**src/rtl/store_commit_ctrl.sv**
```systemverilog
// Store commit controller: counts retired stores, pops the store buffer head one at a time,
// issues each as a data-cache write, and holds flush requests until every retired store drains.
module store_commit_ctrl #(
  parameter int unsigned STORE_GROUP = 16
) (
  input  logic                           clk,
  input  logic                           reset,
  input  logic                           retire_store,
  input  logic                           flush_req,
  output logic                           flush_out,
  output logic                           flush_busy,
  output logic                           commit_store_valid,
  input  logic [3:0]                     commit_store_wstrb,
  input  logic [2:0]                     commit_store_size,
  input  logic [31:0]                    commit_store_addr,
  input  logic [31:0]                    commit_store_data,
  output logic                           dc_req,
  output logic                           dc_wr,
  output logic [3:0]                     dc_wstrb,
  output logic [2:0]                     dc_size,
  output logic [31:0]                    dc_addr,
  output logic [31:0]                    dc_wdata,
  input  logic                           dc_addr_ok,
  input  logic                           dc_data_ok,
  output logic [$clog2(STORE_GROUP):0]   pend_cnt,
  output logic                           ovf_err
);

  localparam int unsigned CntW = $clog2(STORE_GROUP) + 1;
  localparam logic [CntW-1:0] CntFull = CntW'(STORE_GROUP);

  typedef enum logic [1:0] {StIdle, StReq, StWait} state_e;

  state_e          state_q;
  logic [CntW-1:0] pend_q, pend_d;
  logic            ovf_q, ovf_d;
  logic            flush_pend_q, flush_pend_d;
  logic [3:0]      wstrb_q;
  logic [2:0]      size_q;
  logic [31:0]     addr_q;
  logic [31:0]     data_q;

  logic in_idle, pop, drained, flush_fire;

  always_comb begin
    in_idle    = (state_q == StIdle);
    pop        = in_idle && (pend_q != '0);
    drained    = in_idle && (pend_q == '0) && !retire_store;
    flush_fire = (flush_req | flush_pend_q) & drained;

    pend_d = pend_q;
    ovf_d  = ovf_q;
    if (retire_store && !pop) begin
      // A retire into a full group has nowhere to go: hold the count, flag the error.
      if (pend_q == CntFull) begin
        ovf_d = 1'b1;
      end else begin
        pend_d = pend_q + 1'b1;
      end
    end else if (pop && !retire_store) begin
      pend_d = pend_q - 1'b1;
    end

    flush_pend_d = flush_pend_q;
    if (flush_fire) begin
      flush_pend_d = 1'b0;
    end else if (flush_req && !drained) begin
      flush_pend_d = 1'b1;
    end
  end

  always_ff @(posedge clk) begin
    if (reset) begin
      state_q      <= StIdle;
      pend_q       <= '0;
      ovf_q        <= 1'b0;
      flush_pend_q <= 1'b0;
      wstrb_q      <= '0;
      size_q       <= '0;
      addr_q       <= '0;
      data_q       <= '0;
    end else begin
      pend_q       <= pend_d;
      ovf_q        <= ovf_d;
      flush_pend_q <= flush_pend_d;
      unique case (state_q)
        StIdle: begin
          if (pop) begin
            wstrb_q <= commit_store_wstrb;
            size_q  <= commit_store_size;
            addr_q  <= commit_store_addr;
            data_q  <= commit_store_data;
            state_q <= StReq;
          end
        end
        StReq: begin
          if (dc_addr_ok) begin
            state_q <= dc_data_ok ? StIdle : StWait;
          end
        end
        StWait: begin
          if (dc_data_ok) begin
            state_q <= StIdle;
          end
        end
        default: state_q <= StIdle;
      endcase
    end
  end

  // Outputs are forced low for the whole reset cycle, not just after it.
  always_comb begin
    commit_store_valid = !reset && pop;
    flush_out          = !reset && flush_fire;
    flush_busy         = !reset && flush_pend_q;
    dc_req             = !reset && (state_q == StReq);
    dc_wr              = dc_req;
    dc_wstrb           = reset ? '0 : wstrb_q;
    dc_size            = reset ? '0 : size_q;
    dc_addr            = reset ? '0 : addr_q;
    dc_wdata           = reset ? '0 : data_q;
    pend_cnt           = reset ? '0 : pend_q;
    ovf_err            = !reset && ovf_q;
  end

endmodule

```
**config.mk**
```make
export PLATFORM = sky130hd
export DESIGN_NAME = store_commit_ctrl
export DESIGN_NICKNAME = d
export VERILOG_FILES = /design/src/rtl/store_commit_ctrl.sv
export SDC_FILE = /design/constraint.sdc
export NUM_CORES = 1
export LEC_CHECK = 0
export CORE_UTILIZATION = 36
export DETAILED_ROUTE_END_ITERATION = 6
export GPL_TIMING_DRIVEN = 1
export PLACE_DENSITY = 0.76
export SKIP_CTS_REPAIR_TIMING = 1
export SYNTH_ARGS = -nofsm -noshare
export SYNTH_HDL_FRONTEND = slang
export SYNTH_SLANG_ARGS = --single-unit
```
**constraint.sdc**
```tcl
create_clock -name clk -period 2.7 [get_ports clk]
set_input_delay 0.27 -clock clk [delete_from_list [all_inputs] [get_ports clk]]
set_output_delay 0.27 -clock clk [all_outputs]
set_load 0.02 [all_outputs]
```
==> impl_metrics.csv <==
group,metric,value,unit
run_status,run_status,"finished, final reports clean",
route,post_drt_wl_per_cell,14.6,um
power_and_ir_drop,p_sw_frac,0.349,
cells_and_area,drive_above_1_share,0.0875,
cts,clk_sink_count,80,
critical_path,startpoint_type,"flop",
floorplanning,initial_core_util,0.372,
timing,worstMarginPinSlew,0.743,ns
cts,path_clk_slew,0.09,ns
power_and_ir_drop,vdd_ir_drop_max,0.473,mV
critical_path,critPathArrivalTime,2.33,ns
cts,clock_buffers_created_by_tritoncts,9,
route,routed-wl-met2,3.88,mm
power_and_ir_drop,clkPwrFrac,0.175,
cells_and_area,fin_nets,533,
place,total_placed_instance_area,0.00490,mm2
yosys,synth_top_flop_cell,"dfxtp_1",
yosys,synth.yosys.seq_area_share,0.494,
timing,rsz0062_at_grt,"no",
timing,count_of_final_setup_violators,0,
cts,clock_tree.htree_level_count,3,
critical_path,worstPathRequired,2.43,ns
global_routing,maximum_number_of_pins_on_one_net_before_global_route_repair,72,
global_routing,initial_antenna_violation_count,0,
cts,max-clock-path-buffers,2,
yosys,netlist_area,0.00324,mm2
route,drc,0,
place,dpl.hpwl,5.70,mm
floorplanning,die_width,96.9,um
worst_hold_path,holdCritPathClass,"in2reg",
floorplanning,design.core.area,0.00872,mm2
power_and_ir_drop,power.share.combinational,0.500,
place,place.gp.congestion,0.801,
critical_path,critical_path.max_fanout,38,
global_routing,grt.total_usage,0.175,
cells_and_area,layout.cell_area.non_filler,0.00514,mm2
timing,worst_clock_skew,0.0144,ns
timing,sum_of_negative_setup_slack,0,ns
route,antenna_violating_nets_post_route,0,
critical_path,worst-r2r-cell-count,8,
cells_and_area,ff_latch_area,0.00160,mm2
yosys,syn_inst,301,
route,detailedRoute.firstPassIterationCount,4,
global_routing,grt_ovf,0,
floorplanning,io-pin-count,159,
global_routing,grt_pass1_wl,13.5,mm
yosys,ranking_of_synthesized_cells_by_area,"dfxtp_1 49%, o22a_1 19%, nor2b_1 15%, buf_4 1.6%, clkbuf_1 1.6%",
floorplanning,fp.dieArea,0.00939,mm2
cells_and_area,area_delta_synth_final,58.5,%
place,port_buffers,158,
yosys,synth.distinct_cells,41,
power_and_ir_drop,power_density,1070,mW/mm2
cts,root_buffer,"clkbuf_8",
yosys,synth_top_area_cell,"dfxtp_1",
route,detail_routed_via_count_per_cell,5.00,
yosys,synth_nets,382,
timing,layout_worst_path_cycle_share,0.965,
timing,finalHoldWorstSlack,0.472,ns
route,detailedRoute.firstIterationViolations,79,
global_routing,first_global_vias,2827,
timing,layout_min_cycle_time,2.60,ns
power_and_ir_drop,pwr-share-seq,0.326,
cells_and_area,n_antenna_cell,0,
worst_hold_path,worst_hold_path.num_cells,2,
timing,maxSlewViolCount,0,
power_and_ir_drop,netsw,1.92,mW
yosys,synth-seq-cells,80,
yosys,synth_area_per_cell,10.8,um2
cells_and_area,multi_input_area,0.00152,mm2
cells_and_area,finalNonFillerCells,565,
route,routed-via-count,2823,
cells_and_area,nFillCells,764,
cells_and_area,layout_common_cells,"157 x clkdlybuf4s50_1, 80 x dfxtp_1, 76 x nor2b_1",
power_and_ir_drop,power.internal,3.59,mW
timing,timing.final.hold_violations,0,
critical_path,critPathKind,"reg2out",
route,top_layer_used,"met4",
floorplanning,core.rowCount,34,
cts,clk-insertion-delay-late,0.34,ns
cells_and_area,final_common_cell,"clkdlybuf4s50_1",
place,dp.cells,549,
power_and_ir_drop,power.leakage,2.05,nW
route,routed-wl-met3,663,um
yosys,synth_top_area_frac,0.494,
critical_path,capturing_element_type_of_the_critical_path,"output pin",
timing,max_freq,384,MHz
route,wirelength_met1,3.61,mm
floorplanning,die-height,96.9,um
yosys,number_of_synthesized_flops_with_an_enable_pin,0,
cts,tritoncts,"built",
route,detail_route.wirelength,8.27,mm
job,max_cap_violations,0,
yosys,async_reset_ff_frac,0,
yosys,yosysWarnings,0,
timing,max_slew_margin,0.504,
[kinds of logic (layout without fill, tap and decap cells)]
| group | after synthesis | after routing | synth area share |
|---|---|---|---|
| XOR/XNOR | 1 | 1 | 0.00270 |
| AND/OR/NAND/NOR | 100 | 100 | 0.190 |
| multiplexers | 7 | 7 | 0.0286 |
| buffers and inverters | 26 | 182 | 0.0444 |
| AO/OA/AOI/OAI | 83 | 83 | 0.223 |
| flip-flops | 80 | 80 | 0.494 |
| adder cells (fa/ha/maj) | 4 | 4 | 0.0178 |
[worst max-delay path: stages (launching register included)]
cell and delay, ns:
dfxtp_1 0.37, or4_4 0.59, o21ai_4 0.23, buf_12 0.23, nor2_4 0.05, clkdlybuf4s50_1 0.53
[registers in the layout, indices dropped and copies added (netlist names)]
name and count:
data_q 32, size_q 3, flush_pend_q 1, ovf_q 1
addr_q 32, wstrb_q 4, pend_q 5, state_q 2
[through the flow]
step | setup WS [ns] | power (mW) | util
after floorplan | 0.00590 | 3.69 | -
after global placement | 0.273 | 4.47 | 0.562
after detailed placement | 0.193 | 4.55 | 0.562
after CTS | -0.0857 | 5.55 | 0.588
after global routing | 0.00793 | 5.86 | 0.589
final | 0.0958 | 5.51 | 0.589
[path summary, 6_finish.rpt]
path,from,end,slack (ns)
hold reg to reg,flush_pend_q$_SDFFE_PP0P_,flush_pend_q$_SDFFE_PP0P_,0.54
setup / recovery,pend_q[0]$_SDFFE_PP0P_,commit_store_valid,0.1
setup reg to reg,pend_q[0]$_SDFFE_PP0P_,pend_q[4]$_SDFFE_PP0P_,0.14
hold / removal,dc_data_ok,state_q[1]$_SDFFE_PP0P_,0.47
[power groups by stage]
stage	registers, mW	clock network [mW]	logic (mW)
5_1_grt	1.85	1.05	2.97
3_3_place_gp	1.81	0	2.66
3_5_place_dp	1.82	0	2.73
6_report	1.79	0.962	2.75
4_1_cts	1.80	0.996	2.75
2_1_floorplan	1.78	0	1.90
[layer usage]
layer  up-vias  GRT usage
li1       1387          -
met2       105      0.283
met4         0     0.0643
met1      1321      0.210
met5         -          0
met3        10     0.0665
[area by class of cell]
cell class                 instances  share of cell area
multi-input combinational        195               0.296
clock inverter                     5              0.0156
inverter                           1            0.000731
tap                              108              0.0263
clock buffer                      11              0.0275
sequential                        80               0.312
timing repair buffer             165               0.322
[synthesized netlist by cell type, types with 2 or more instances]
cell type,number
nor4_1,2
nor2b_1,76
buf_2,2
nor2_1,5
clkbuf_1,14
nand3_1,2
o22a_1,71
and2b_2,2
mux2_2,4
a21oi_1,2
ha_1,3
nand2_1,3
buf_4,7
dfxtp_1,80
nor3_1,2
(Power assumes the default switching activity.)
